===== src/rtl/stream_writer.sv =====
// stream_writer: buffers producer words in a small FIFO and writes them to a
// single-port memory write interface. Addresses start at a programmable base
// and advance by a programmable stride, for a programmable word count.
//
// Optional feature macro: WRITE_WRAP_EN adds cfg_limit. When the next address
// reaches or passes the limit, it reloads the base, giving a circular buffer.
//
// Ports:
//   clk, reset         clock (rising edge), asynchronous active-low reset
//   cfg_start          job start pulse, only sampled while idle
//   cfg_base/stride    first address and per-word address increment
//   cfg_count          words in the job (0 = empty job)
//   cfg_limit          wrap limit (only with WRITE_WRAP_EN)
//   in_valid/in_data   producer word, accepted when in_ready is high
//   in_ready           FIFO not full (combinational)
//   mem_start          one-cycle write request
//   mem_address        write address
//   mem_data_in        write data
//   mem_ready          memory write complete / idle
//   busy               job in progress
//   done               one-cycle pulse at job end
//   words_written      words completed in the current/last job

`ifndef ADDRESS_WIDTH
`define ADDRESS_WIDTH 16
`endif

module stream_writer #(
    parameter int unsigned DATA_WIDTH    = 32,
    parameter int unsigned ADDRESS_WIDTH = `ADDRESS_WIDTH,
    parameter int unsigned FIFO_DEPTH    = 8,
    parameter int unsigned FIFO_AW       = 3
) (
    input  logic                     clk,
    input  logic                     reset,
    input  logic                     cfg_start,
    input  logic [ADDRESS_WIDTH-1:0] cfg_base,
    input  logic [ADDRESS_WIDTH-1:0] cfg_stride,
    input  logic [ADDRESS_WIDTH-1:0] cfg_count,
`ifdef WRITE_WRAP_EN
    input  logic [ADDRESS_WIDTH-1:0] cfg_limit,
`endif
    input  logic                     in_valid,
    input  logic [DATA_WIDTH-1:0]    in_data,
    output logic                     in_ready,
    output logic                     mem_start,
    output logic [ADDRESS_WIDTH-1:0] mem_address,
    output logic [DATA_WIDTH-1:0]    mem_data_in,
    input  logic                     mem_ready,
    output logic                     busy,
    output logic                     done,
    output logic [ADDRESS_WIDTH-1:0] words_written
);

    localparam int unsigned CNT_W = FIFO_AW + 1;

    typedef enum logic [1:0] {
        S_IDLE  = 2'd0,
        S_FETCH = 2'd1,
        S_WAIT  = 2'd2,
        S_DONE  = 2'd3
    } state_t;

    state_t                   r_state;
    logic [DATA_WIDTH-1:0]    r_fifo [FIFO_DEPTH];
    logic [FIFO_AW-1:0]       r_wr_ptr;
    logic [FIFO_AW-1:0]       r_rd_ptr;
    logic [CNT_W-1:0]         r_count;
    logic [ADDRESS_WIDTH-1:0] r_cur_addr;
    logic [ADDRESS_WIDTH-1:0] r_stride;
    logic [ADDRESS_WIDTH-1:0] r_remaining;
    logic [ADDRESS_WIDTH-1:0] r_words_written;
    logic [ADDRESS_WIDTH-1:0] r_mem_address;
    logic [DATA_WIDTH-1:0]    r_mem_data_in;
    logic                     r_mem_start;
    logic                     r_done;
`ifdef WRITE_WRAP_EN
    logic [ADDRESS_WIDTH-1:0] r_base;
    logic [ADDRESS_WIDTH-1:0] r_limit;
`endif

    logic                     w_full;
    logic                     w_empty;
    logic                     w_push;
    logic                     w_pop;
    logic [ADDRESS_WIDTH-1:0] w_next_addr;
    logic [ADDRESS_WIDTH-1:0] w_step_addr;

    assign w_full   = (r_count == CNT_W'(FIFO_DEPTH));
    assign w_empty  = (r_count == '0);
    assign w_push   = in_valid && !w_full;
    assign w_pop    = (r_state == S_FETCH) && !w_empty;
    assign in_ready = !w_full;

    assign w_step_addr = r_cur_addr + r_stride;
`ifdef WRITE_WRAP_EN
    // A limit at or below the base disables wrapping.
    assign w_next_addr = ((r_limit > r_base) && (w_step_addr >= r_limit)) ? r_base : w_step_addr;
`else
    assign w_next_addr = w_step_addr;
`endif

    assign mem_start     = r_mem_start;
    assign mem_address   = r_mem_address;
    assign mem_data_in   = r_mem_data_in;
    assign done          = r_done;
    assign words_written = r_words_written;
    assign busy          = (r_state != S_IDLE);

    // FIFO storage: no reset needed, validity is tracked by the pointers.
    always_ff @(posedge clk) begin
        if (w_push) begin
            r_fifo[r_wr_ptr] <= in_data;
        end
    end

    // FIFO pointers and occupancy; pointers wrap naturally (power-of-two depth).
    always_ff @(posedge clk or negedge reset) begin
        if (!reset) begin
            r_wr_ptr <= '0;
            r_rd_ptr <= '0;
            r_count  <= '0;
        end else begin
            if (w_push) r_wr_ptr <= r_wr_ptr + FIFO_AW'(1);
            if (w_pop)  r_rd_ptr <= r_rd_ptr + FIFO_AW'(1);
            case ({w_push, w_pop})
                2'b10:   r_count <= r_count + CNT_W'(1);
                2'b01:   r_count <= r_count - CNT_W'(1);
                default: r_count <= r_count;
            endcase
        end
    end

    // Job FSM with registered memory-side outputs.
    always_ff @(posedge clk or negedge reset) begin
        if (!reset) begin
            r_state         <= S_IDLE;
            r_cur_addr      <= '0;
            r_stride        <= '0;
            r_remaining     <= '0;
            r_words_written <= '0;
            r_mem_address   <= '0;
            r_mem_data_in   <= '0;
            r_mem_start     <= 1'b0;
            r_done          <= 1'b0;
`ifdef WRITE_WRAP_EN
            r_base          <= '0;
            r_limit         <= '0;
`endif
        end else begin
            r_mem_start <= 1'b0;
            r_done      <= 1'b0;
            case (r_state)
                S_IDLE: begin
                    if (cfg_start) begin
                        r_cur_addr      <= cfg_base;
                        r_stride        <= cfg_stride;
                        r_remaining     <= cfg_count;
                        r_words_written <= '0;
`ifdef WRITE_WRAP_EN
                        r_base          <= cfg_base;
                        r_limit         <= cfg_limit;
`endif
                        r_state         <= (cfg_count == '0) ? S_DONE : S_FETCH;
                    end
                end
                S_FETCH: begin
                    if (!w_empty) begin
                        r_mem_data_in <= r_fifo[r_rd_ptr];
                        r_mem_address <= r_cur_addr;
                        r_mem_start   <= 1'b1;
                        r_state       <= S_WAIT;
                    end
                end
                S_WAIT: begin
                    // mem_ready is ignored while the request pulse is still high.
                    if (!r_mem_start && mem_ready) begin
                        r_cur_addr      <= w_next_addr;
                        r_remaining     <= r_remaining - ADDRESS_WIDTH'(1);
                        r_words_written <= r_words_written + ADDRESS_WIDTH'(1);
                        r_state         <= (r_remaining == ADDRESS_WIDTH'(1)) ? S_DONE : S_FETCH;
                    end
                end
                S_DONE: begin
                    r_done  <= 1'b1;
                    r_state <= S_IDLE;
                end
                default: r_state <= S_IDLE;
            endcase
        end
    end

endmodule


===== config.mk =====
export PLATFORM = sky130hd
export DESIGN_NAME = stream_writer
export DESIGN_NICKNAME = d
export VERILOG_FILES = /design/src/rtl/stream_writer.sv
export SDC_FILE = /design/constraint.sdc
export NUM_CORES = 1
export LEC_CHECK = 0
export BUFFER_PORTS_ARGS = -buffer_cell sky130_fd_sc_hd__clkbuf_2
export CORE_ASPECT_RATIO = 1.1
export CORE_MARGIN = 10
export CORE_UTILIZATION = 64
export CTS_CLUSTER_SIZE = 14
export DETAILED_ROUTE_END_ITERATION = 7
export GPL_TIMING_DRIVEN = 1
export PLACE_DENSITY = 0.84
export SYNTH_ARGS = -nofsm -noshare
export SYNTH_HDL_FRONTEND = slang
export SYNTH_SLANG_ARGS = --single-unit

===== constraint.sdc =====
create_clock -name clk -period 9.05 [get_ports clk]
set_clock_uncertainty 0.2 [all_clocks]
set_input_delay 0.4525 -clock clk [delete_from_list [all_inputs] [get_ports clk]]
set_output_delay 0.4525 -clock clk [all_outputs]
set_load 0.05 [all_outputs]

=== Yosys cells after proc, flatten, opt, wreduce, memory -nomap -nowiden ===
Memories as Yosys holds them, arrays and structs flattened. A register that Yosys moved wholly into a read port is not among the register bits.
Index checks and enable logic that the tools add are counted.

* Output and inout port bits: 68
* RAM bits: 256
* Memories: 1
* Register bits after elaboration: 94
* Word-level logic and storage cells: 68

{| class="wikitable"
|+ Memory list
! name !! depth !! bits a word !! rd ports !! clocked after memory_dff !! wr ports !! RTL line !! source
|-
| r_fifo || 8 || 32 || 1 || 1 || 1 || 65 || <nowiki>logic [DATA_WIDTH-1:0] r_fifo [FIFO_DEPTH];</nowiki>
|}

* Mux-type cells: 21
* Bitwise logic cells: 1
* Add/sub/neg operators: 7
* Reductions and logical operators: 17
* Equal/unequal tests: 10

{| class="wikitable"
|+ Operator list
! cell !! count
|-
| two-way mux 16 bit || 6
|-
| one-hot mux 16 bit (2 select lines) || 3
|-
| adder 16 x 1 -> 16 bit, second input constant || 1
|-
| adder 16 bit || 1
|-
| equality test 16 x 1 -> 1 bit, second input constant || 1
|-
| zero test 16 bit || 1
|-
| subtractor 16 x 1 -> 16 bit, second input constant || 1
|-
| two-way mux 2 bit || 5
|-
| one-hot mux 2 bit (4 select lines) || 1
|-
| one-hot mux 4 bit (2 select lines) || 1
|-
| adder 3 x 1 -> 3 bit, second input constant || 2
|-
| equality test 2 bit, second input constant || 3
|-
| inequality test 2 bit, second input constant || 3
|-
| AND reduction 3 bit || 2
|-
| nonzero test 2 bit || 3
|-
| two-way mux 1 bit || 5
|-
| adder 4 x 1 -> 4 bit, second input constant || 1
|-
| equality test 2 x 1 -> 1 bit, second input constant || 2
|-
| equality test 4 bit, second input constant || 1
|-
| zero test 1 bit || 4
|-
| zero test 4 bit || 1
|-
| AND reduction 2 bit || 2
|-
| subtractor 4 x 1 -> 4 bit, second input constant || 1
|-
| logical AND 1 bit || 3
|-
| other kinds (2) || 2
|}

=== Depth between registers and ports, before layout ===
Gate-level depths: netlist of run 1.

* Depth after elaboration: 5
* Gate-level depth with buffers: 12
* Gate-level depth less buffers: 10

=== Least setup slack after synthesis of run 1 ===
OpenSTA, ideal clock, no wires.

* Path kind: register -> register
* Start: reg r_count[1]
* End: mem r_fifo[0][0] (enable)
* Clock period less this slack: 4.994 ns
* Cell stages (with the launch flop): 5
* Data required time: 8.348 ns
* Buffers on the path: 0
* Path slack: 4.056 ns
* Arrival: 4.292 ns
* Cells stage by stage: dfrtp_1 nor3_1 nand2_1 nand2_1 nor4_1

* Longest elaborated chain between the ends: 5

{| class="wikitable"
|+ Ends and longest elaborated chain
! item !! RTL line !! source
|-
| from (decl) || 68 || <nowiki>logic [CNT_W-1:0] r_count;</nowiki>
|-
| from (signal assigned) || 127 || <nowiki>2'b10: r_count <= r_count + CNT_W'(1);</nowiki>
|-
| from (signal assigned) || 128 || <nowiki>2'b01: r_count <= r_count - CNT_W'(1);</nowiki>
|-
| from (signal assigned) || 129 || <nowiki>default: r_count <= r_count;</nowiki>
|-
| equality test 4 bit || 89 || <nowiki>assign w_full = (r_count == CNT_W'(FIFO_DEPTH));</nowiki>
|-
| zero test 1 bit || -- ||
|-
| named net in_ready || 45 || <nowiki>output logic in_ready,</nowiki>
|-
| logical AND 1 bit || 91 || <nowiki>assign w_push = in_valid && !w_full;</nowiki>
|-
| two-way mux 1 bit || 112 || <nowiki>if (w_push) begin</nowiki>
|-
| two-way mux 1 bit (implied by the code) || 113 || <nowiki>r_fifo[r_wr_ptr] <= in_data;</nowiki>
|-
| to (decl) || 65 ||
|}

The timed path passes the listed nets, and every way through them passes these cells.

=== Worst setup path after layout of run 1 ===
* Start: reg r_count[1]
* End: mem r_fifo[1][13] (enable)

* Longest elaborated chain between the ends: 5

{| class="wikitable"
|+ Ends and longest elaborated chain
! item !! RTL line
|-
| equality test 4 bit || 89
|-
| zero test 1 bit || 91
|-
| logical AND 1 bit || 91
|-
| two-way mux 1 bit || 112
|-
| two-way mux 1 bit (implied by the code) || 113
|}

Every way passes these cells.

==> impl_metrics.py, run 1 <==
metrics = {
    "outcome": {
        "outcome": "finished, final reports clean",
    },
    "place": {
        "hpwlAfterDp_um": 21000,
        "place_inst": 1434,
        "portBuffers": 152,
        "gp_routability_congestion": 0.875,
    },
    "synthesis": {
        "yosys_warnings": 0,
        "synth_top_family_by_area": "multiplexers",
        "synthSimpleGateAreaFrac": 0.0689,
        "syn-mean-instance-area_sq_um": 15.7,
        "yosys_register_bits": 382,
        "syn-cell-area_sq_mm": 0.0158,
        "postSynthNetCount": 1116,
        "synth_xor_xnor_area_share": 0.0160,
        "synth_edf_count": 256,
        "syn-instance-count": 1007,
        "fraction_of_synthesis_flops_using_an_asynchronous_set_or_reset_pin": 0.330,
        "seq_area_frac_synth": 0.684,
        "synth_area_in_adders": 0.0194,
        "post_synth_mux_area_share": 0.138,
        "synth_compound_area_frac": 0.0565,
        "synthFlopType": "sky130_fd_sc_hd__edfxtp_1",
        "yosysUniqueCellTypes": 57,
    },
    "die": {
        "die_height_um": 185,
        "die_area_sq_mm": 0.0314,
        "placeableCoreArea_sq_mm": 0.0244,
        "rows": 60,
        "total_i_o_pin_count": 153,
        "dieWidth_um": 170,
        "start_util": 0.649,
    },
    "global_route": {
        "grt_pass1_wl_um": 56000,
        "first_global_vias": 9778,
        "global_route.overflow_total": 0,
        "grt_max_degree": 86,
        "antenna_found_initial": 0,
        "grt_use_total": 0.231,
    },
    "sta": {
        "timing.fmax_mhz": 324,
        "fin_tns_setup_ps": 0,
        "period_needed_ps": 3090,
        "tightest_slew_ps": 1250,
        "timing.slew.headroom": 0.163,
        "hold_violation_total_from_the_final_report": 0,
        "grt_setup_unrepaired": "no",
        "setup_violations": 0,
        "fin_crit_sh": 0.341,
        "final-max-slew-violation-count": 0,
    },
    "setup_path": {
        "critPathArrivalTime_ps": 3070,
        "worst_ep_required_time_ps": 9030,
        "critical_path.startpoint_type": "flip-flop",
        "timing.critical_path.fanout_max": 22,
        "setup.worst_path.class": "reg2reg",
        "endpoint_kind": "flip-flop",
    },
    "clocking": {
        "cts_tree": "built",
        "cts_repair_resize_count": 0,
        "cts_buffer_depth": 3,
        "ctsRootBufferMaster": "sky130_fd_sc_hd__clkbuf_16",
        "cts_inserted_buffers": 38,
        "cts.sink_count": 382,
        "clk-insertion-delay-late_ps": 520,
        "cts-htree-levels": 2,
        "clock_transition_time_at_the_flip_flop_clock_pins_of_the_worst_setup_and_hold_paths_ps": 60,
    },
    "power": {
        "p_int_uw": 4080,
        "total_power_uw": 6590,
        "cellLeakagePower_uw": 0.00696,
        "power_frac_clock": 0.222,
        "power.switching_fraction": 0.382,
        "power.combinational.fraction": 0.385,
        "pwr_density_cell_mw_per_mm2": 359,
        "p_seq_frac": 0.393,
        "max-vdd-ir-drop_mv": 0.272,
        "p_sw_uw": 2520,
    },
    "layout": {
        "finalNetCount": 1298,
        "fin_cells": 1530,
        "layout_cell_share_with_drive_strength_beyond_1": 0.255,
        "syn2layout_area_growth_pct": 16.0,
    },
    "job": {
        "drv_cap": 0,
    },
    "route": {
        "vias_per_cell": 6.27,
        "wirelength_um": 36500,
        "final_antenna_net_count": 0,
        "drt-pass1-iter-count": 5,
        "drt-wirelength-per-cell_um": 23.9,
        "first_iter_violations": 1067,
        "remaining_drc_errors": 0,
        "via_count": 9600,
    },
    "worst_hold_path": {
        "timing.hold.worst.class": "in2reg",
    },
}
## worst paths after layout
| check | end | cells past startpoint | start | slack, ps |
|---|---|---|---|---|
| max | r_fifo[1][13] | 5 | r_count[1] | 5960 |
| min | r_fifo[3][13] | 1 | in_data[13] | 5 |
| max reg2reg | r_fifo[1][13] | 5 | r_count[1] | 5960 |
| min reg2reg | mem_address[1] | 1 | mem_address[1] | 280 |
| max in group asynchronous | r_rd_ptr[0] | 3 | reset | 6840 |
| min in group asynchronous | r_stride[2] | 2 | reset | 260 |
## power by group through the flow
| stage | clock network (uW) | logic (uW) | registers, uW |
|---|---|---|---|
| 6_report | 1460 | 2540 | 2590 |
| 5_1_grt | 1550 | 2750 | 2630 |
| 4_1_cts | 1480 | 2550 | 2580 |
| 3_5_place_dp | 0 | 2510 | 2610 |
| 3_3_place_gp | 0 | 2430 | 2580 |
| 2_1_floorplan | 0 | 1560 | 2900 |
## cells by family after synthesis
| family | after synthesis |
|---|---|
| flops | 382 |
| simple gates | 221 |
| compound gates | 153 |
| mux | 134 |
| buf+inv | 64 |
| xor+xnor | 29 |
| fa+ha+maj | 24 |
## cell usage in the layout, fill, tap and decap left out, types with 15 or more instances in the layout
cell and n:
sky130_fd_sc_hd__clkbuf_16 39, sky130_fd_sc_hd__a21oi_1 79, sky130_fd_sc_hd__mux4_2 64, sky130_fd_sc_hd__o21ai_0 20
sky130_fd_sc_hd__xor2_1 15, sky130_fd_sc_hd__mux2_1 30, sky130_fd_sc_hd__mux2i_1 34, sky130_fd_sc_hd__clkbuf_2 151
sky130_fd_sc_hd__clkbuf_1 16, sky130_fd_sc_hd__buf_4 17, sky130_fd_sc_hd__dlygate4sd3_1 25, sky130_fd_sc_hd__nor2_1 70
sky130_fd_sc_hd__dfrtp_1 123, sky130_fd_sc_hd__ha_1 23, sky130_fd_sc_hd__nor3_1 16, sky130_fd_sc_hd__nand2_1 42
sky130_fd_sc_hd__nand3_1 27, sky130_fd_sc_hd__edfxtp_1 256
## through the flow
stage	hold slack (ps)	utilization	cell area (sq um)	worst slack, ps
after floorplan	-43.1	-	15800	4060
after global placement	243	0.696	17000	5960
after detailed placement	251	0.696	17000	5970
after CTS	0.638	0.753	18400	5910
after global routing	15.7	0.753	18400	5760
final	5.41	0.753	18400	5960
## layer usage
| layer | share of wire | global-route usage | vias up |
|---|---|---|---|
| li1 | - | - | 4244 |
| met4 | 0.029 | 0.0860 | 0 |
| met2 | 0.52 | 0.394 | 406 |
| met1 | 0.38 | 0.289 | 4875 |
| met3 | 0.075 | 0.0449 | 75 |
| met5 | 0 | 0 | - |
## synth_stat cells, types with 6 or more instances
| master | count | area, sq um |
|---|---|---|
| sky130_fd_sc_hd__clkbuf_1 | 26 | 97.6 |
| sky130_fd_sc_hd__nand2_1 | 42 | 158 |
| sky130_fd_sc_hd__nand2b_1 | 8 | 50.1 |
| sky130_fd_sc_hd__inv_1 | 12 | 45.0 |
| sky130_fd_sc_hd__dfrtp_1 | 126 | 3150 |
| sky130_fd_sc_hd__mux2i_1 | 34 | 340 |
| sky130_fd_sc_hd__buf_2 | 18 | 90.1 |
| sky130_fd_sc_hd__nor2b_1 | 7 | 43.8 |
| sky130_fd_sc_hd__mux2_2 | 6 | 67.6 |
| sky130_fd_sc_hd__a21oi_1 | 80 | 400 |
| sky130_fd_sc_hd__nand3_1 | 27 | 135 |
| sky130_fd_sc_hd__o21ai_0 | 20 | 100 |
| sky130_fd_sc_hd__a21o_1 | 7 | 52.6 |
| sky130_fd_sc_hd__nand4_1 | 11 | 68.8 |
| sky130_fd_sc_hd__xnor2_1 | 14 | 123 |
| sky130_fd_sc_hd__nor2_1 | 73 | 274 |
| sky130_fd_sc_hd__nor3_1 | 20 | 100 |
| sky130_fd_sc_hd__o21ai_1 | 9 | 45.0 |
| sky130_fd_sc_hd__mux2_1 | 30 | 338 |
| sky130_fd_sc_hd__buf_1 | 8 | 30.0 |
| sky130_fd_sc_hd__xor2_1 | 15 | 131 |
| sky130_fd_sc_hd__ha_1 | 23 | 288 |
| sky130_fd_sc_hd__edfxtp_1 | 256 | 7690 |
| sky130_fd_sc_hd__mux4_2 | 64 | 1440 |
## worst max-delay path: stages, from the launching register on
cell	delay, ps
sky130_fd_sc_hd__dfrtp_1	440
sky130_fd_sc_hd__nor3_1	110
sky130_fd_sc_hd__nand2_1	190
sky130_fd_sc_hd__nand2_1	290
sky130_fd_sc_hd__nor3_2	980
sky130_fd_sc_hd__buf_4	520
## state kept, by name, summed over array words and instances, names as in the netlist
register       flops
words_written     16
r_count            4
mem_data_in       32
r_wr_ptr           3
r_cur_addr        16
r_remaining       16
r_state            2
mem_start          1
done               1
r_stride          16
r_fifo           256
r_rd_ptr           3
mem_address       16
## area by class of cell
| type | instances | area (sq um) |
|---|---|---|
| Sequential cell | 382 | 10800 |
| Fill cell | 1420 | 6030 |
| Multi-Input combinational cell | 561 | 4800 |
| Timing Repair Buffer | 194 | 1140 |
| Clock buffer | 58 | 1080 |
| Tap cell | 310 | 388 |
| Clock inverter | 11 | 60.1 |
| Inverter | 12 | 45.0 |
| Antenna cell | 2 | 5.00 |
## repair_timing
item,in CTS,in global routing
endpoints found under the hold margin,90,0
buffers inserted,0,0
hold buffers,25,0
setup endpoints to repair,0,0
Note: power is estimated with default switching activity, not from simulation.
==> inputs of run 2 (changes only) <==
--- a/config.mk
+++ b/config.mk
@@ -8,11 +8,11 @@
 export BUFFER_PORTS_ARGS = -buffer_cell sky130_fd_sc_hd__clkbuf_2
 export CORE_ASPECT_RATIO = 1.1
 export CORE_MARGIN = 10
-export CORE_UTILIZATION = 64
+export CORE_UTILIZATION = 59
 export CTS_CLUSTER_SIZE = 14
 export DETAILED_ROUTE_END_ITERATION = 7
 export GPL_TIMING_DRIVEN = 1
-export PLACE_DENSITY = 0.84
+export PLACE_DENSITY = 0.79
 export SYNTH_ARGS = -nofsm -noshare
 export SYNTH_HDL_FRONTEND = slang
 export SYNTH_SLANG_ARGS = --single-unit
==> constraint.sdc (replaced) <==
create_clock -name clk -period 3.07 [get_ports clk]
set_clock_uncertainty 0.2 [all_clocks]
set_input_delay 0.1535 -clock clk [delete_from_list [all_inputs] [get_ports clk]]
set_output_delay 0.1535 -clock clk [all_outputs]
set_load 0.05 [all_outputs]
==> impl_metrics.py, run 2 (synthesis gave the netlist of run 1 again) <==
metrics = {
    "clocking": {
        "ctsRootBufferMaster": "sky130_fd_sc_hd__clkbuf_16",
        "cts-htree-levels": 2,
        "post_cts.repair.setup_buffers": 0,
        "cts.sink_count": 382,
        "cts_tree": "built",
        "clk-insertion-delay-late_ps": 520,
        "clock_transition_time_at_the_flip_flop_clock_pins_of_the_worst_setup_and_hold_paths_ps": 60,
        "cts_inserted_buffers": 39,
        "cts_repair_resize_count": 0,
        "cts_buffer_depth": 3,
    },
    "layout": {
        "syn2layout_area_growth_pct": 22.1,
        "fin_cells": 1642,
        "finalCoreUtilization": 0.735,
        "largest_register_ffs": 256,
        "layout_common_cells": "256 x sky130_fd_sc_hd__edfxtp_1, 151 x sky130_fd_sc_hd__clkbuf_2, 123 x sky130_fd_sc_hd__dfrtp_1, 85 x sky130_fd_sc_hd__dlygate4sd3_1, 79 x sky130_fd_sc_hd__a21oi_1",
        "finalNetCount": 1370,
        "num_antenna_cells": 0,
        "max_flop_register": "r_fifo",
        "layout.cells.most_common": "sky130_fd_sc_hd__edfxtp_1",
        "fillCellCount": 1568,
        "layout_cell_share_with_drive_strength_beyond_1": 0.257,
    },
    "sta": {
        "timing.fmax_mhz": 354,
        "final.hold.worst_slack_ps": 26.0,
        "setup_violations": 0,
        "tightest_slew_ps": 732,
        "grt_setup_unrepaired": "no",
        "fin_tns_setup_ps": 0,
        "period_needed_ps": 2830,
        "hold_violation_total_from_the_final_report": 0,
        "timing.slew.headroom": 0.512,
        "final-max-slew-violation-count": 0,
        "fin_crit_sh": 0.921,
    },
    "die": {
        "rows": 62,
        "die_area_sq_mm": 0.0338,
        "dieWidth_um": 176,
        "die_height_um": 192,
        "placeableCoreArea_sq_mm": 0.0263,
        "start_util": 0.602,
        "total_i_o_pin_count": 153,
    },
    "setup_path": {
        "crit_path_cell_trace": "ha_1 > fa_1 > a211o_1 > a21oi_1 > o311ai_1 > a221oi_1 > xor2_1 > a311oi_1",
        "cp_slowest_cell": "sky130_fd_sc_hd__fa_1",
        "critPathArrivalTime_ps": 3050,
        "worst-path-buf-inv": 0,
        "worst_ep_required_time_ps": 3290,
        "setup.worst_path.class": "reg2reg",
        "critical_path.top_delay_family": "compound AO/OA/AOI/OAI gates",
        "timing.critical_path.fanout_max": 3,
        "critical_path.startpoint_type": "flip-flop",
        "cp_slowest_stage_delay_ps": 430,
        "endpoint_kind": "flip-flop",
    },
    "global_route": {
        "grt_pass1_wl_um": 56500,
        "global_route.overflow_total": 0,
        "grt_max_degree": 69,
        "grt_use_total": 0.211,
        "first_global_vias": 10120,
        "antenna_found_initial": 0,
    },
    "route": {
        "wirelength_um": 35500,
        "drt-wirelength-per-cell_um": 21.6,
        "remaining_drc_errors": 0,
        "vias_per_cell": 5.86,
        "final_antenna_net_count": 0,
        "drt-pass1-iter-count": 5,
        "first_iter_violations": 853,
        "via_count": 9615,
    },
    "power": {
        "max-vdd-ir-drop_mv": 0.839,
        "p_sw_uw": 7400,
        "power.combinational.fraction": 0.384,
        "p_int_uw": 12400,
        "cellLeakagePower_uw": 0.00736,
        "p_seq_frac": 0.388,
        "power_frac_clock": 0.229,
        "pwr_density_cell_mw_per_mm2": 1020,
        "power.switching_fraction": 0.373,
    },
    "place": {
        "hpwlAfterDp_um": 21500,
        "place_inst": 1487,
        "portBuffers": 152,
        "gp_routability_congestion": 0.913,
    },
    "worst_hold_path": {
        "timing.hold.worst.class": "in2async",
    },
    "job": {
        "drv_cap": 0,
    },
    "outcome": {
        "outcome": "finished, final reports clean",
    },
}
==> run 2: cell count changes in the layout (fill, tap and decap cells not counted), moves of 2 or more <==
cell                            before  now
sky130_fd_sc_hd__clkinv_2            7    9
sky130_fd_sc_hd__clkinvlp_4          0    2
sky130_fd_sc_hd__dlygate4sd3_1      25   85
sky130_fd_sc_hd__buf_12              0    7
sky130_fd_sc_hd__buf_4              17   21
sky130_fd_sc_hd__clkbuf_1           16    6
sky130_fd_sc_hd__diode_2             2    0
sky130_fd_sc_hd__nor3_4              1    5
sky130_fd_sc_hd__clkbuf_8            3    7
sky130_fd_sc_hd__nor3_2              4    0
==> run 2: final cells by class <==
cell class,count,area (sq um),area share
well taps,352,440,0.0228
inverters,12,45.0,0.00233
clock inverters,17,126,0.00654
multi-input cells,561,4840,0.250
repair buffers,265,1920,0.0991
flip-flops and latches,382,10800,0.561
clock buffers,53,1120,0.0579
==> run 2: timing repair <==
| action | CTS | global route |
|---|---|---|
| setup endpoints to repair | 0 | 0 |
| hold buffers | 85 | 0 |
| hold endpoints to repair | 398 | 0 |
==> run 2: routing by layer <==
layer | vias to the layer above | GRT usage | part of all wire
met1 | 4790 | 0.269 | 0.40
met3 | 75 | 0.0405 | 0.070
met4 | 0 | 0.0571 | 0.021
li1 | 4394 | - | -
met2 | 356 | 0.365 | 0.51
met5 | - | 0 | 0
==> run 2: path summary, 6_finish.rpt <==
kind | start | endpoint | slack, ps | depth (start not counted)
worst max-delay path | r_cur_addr[0] | r_cur_addr[14] | 240 | 8
min in group clk | cfg_stride[4] | r_stride[4] | 200 | 3
max in group asynchronous | reset | words_written[2] | 1890 | 3
worst min-delay path | reset | r_cur_addr[2] | 30 | 2
worst max register to register | r_cur_addr[0] | r_cur_addr[14] | 240 | 8
worst min register to register | r_remaining[10] | r_remaining[10] | 280 | 2
==> run 2: worst reg2reg max path, delay by kind of cell (launching register included) <==
family | cells | cell delay, ps
xor gates and xnor gates | 1 | 110
DFF | 1 | 390
AOI/OAI and AO/OA | 5 | 1360
adders and majority gates | 2 | 680
==> run 2: stage by stage <==
step	setup slack [ps]	power (uW)	cell area [sq um]
floorplan	-154	13200	15900
global route	71.5	20900	19300
finish	242	19800	19300
global placement	306	15000	17200
CTS	253	19900	19300
detailed placement	264	15200	17200
==> run 2: power by group through the flow <==
stage / logic [uW] / clock network [uW] / registers, uW
finish: 7610 / 4530 / 7680
global route: 8290 / 4810 / 7810
CTS: 7660 / 4620 / 7670
detailed placement: 7490 / 0 / 7750
global placement: 7360 / 0 / 7680
floorplan: 4600 / 0 / 8550
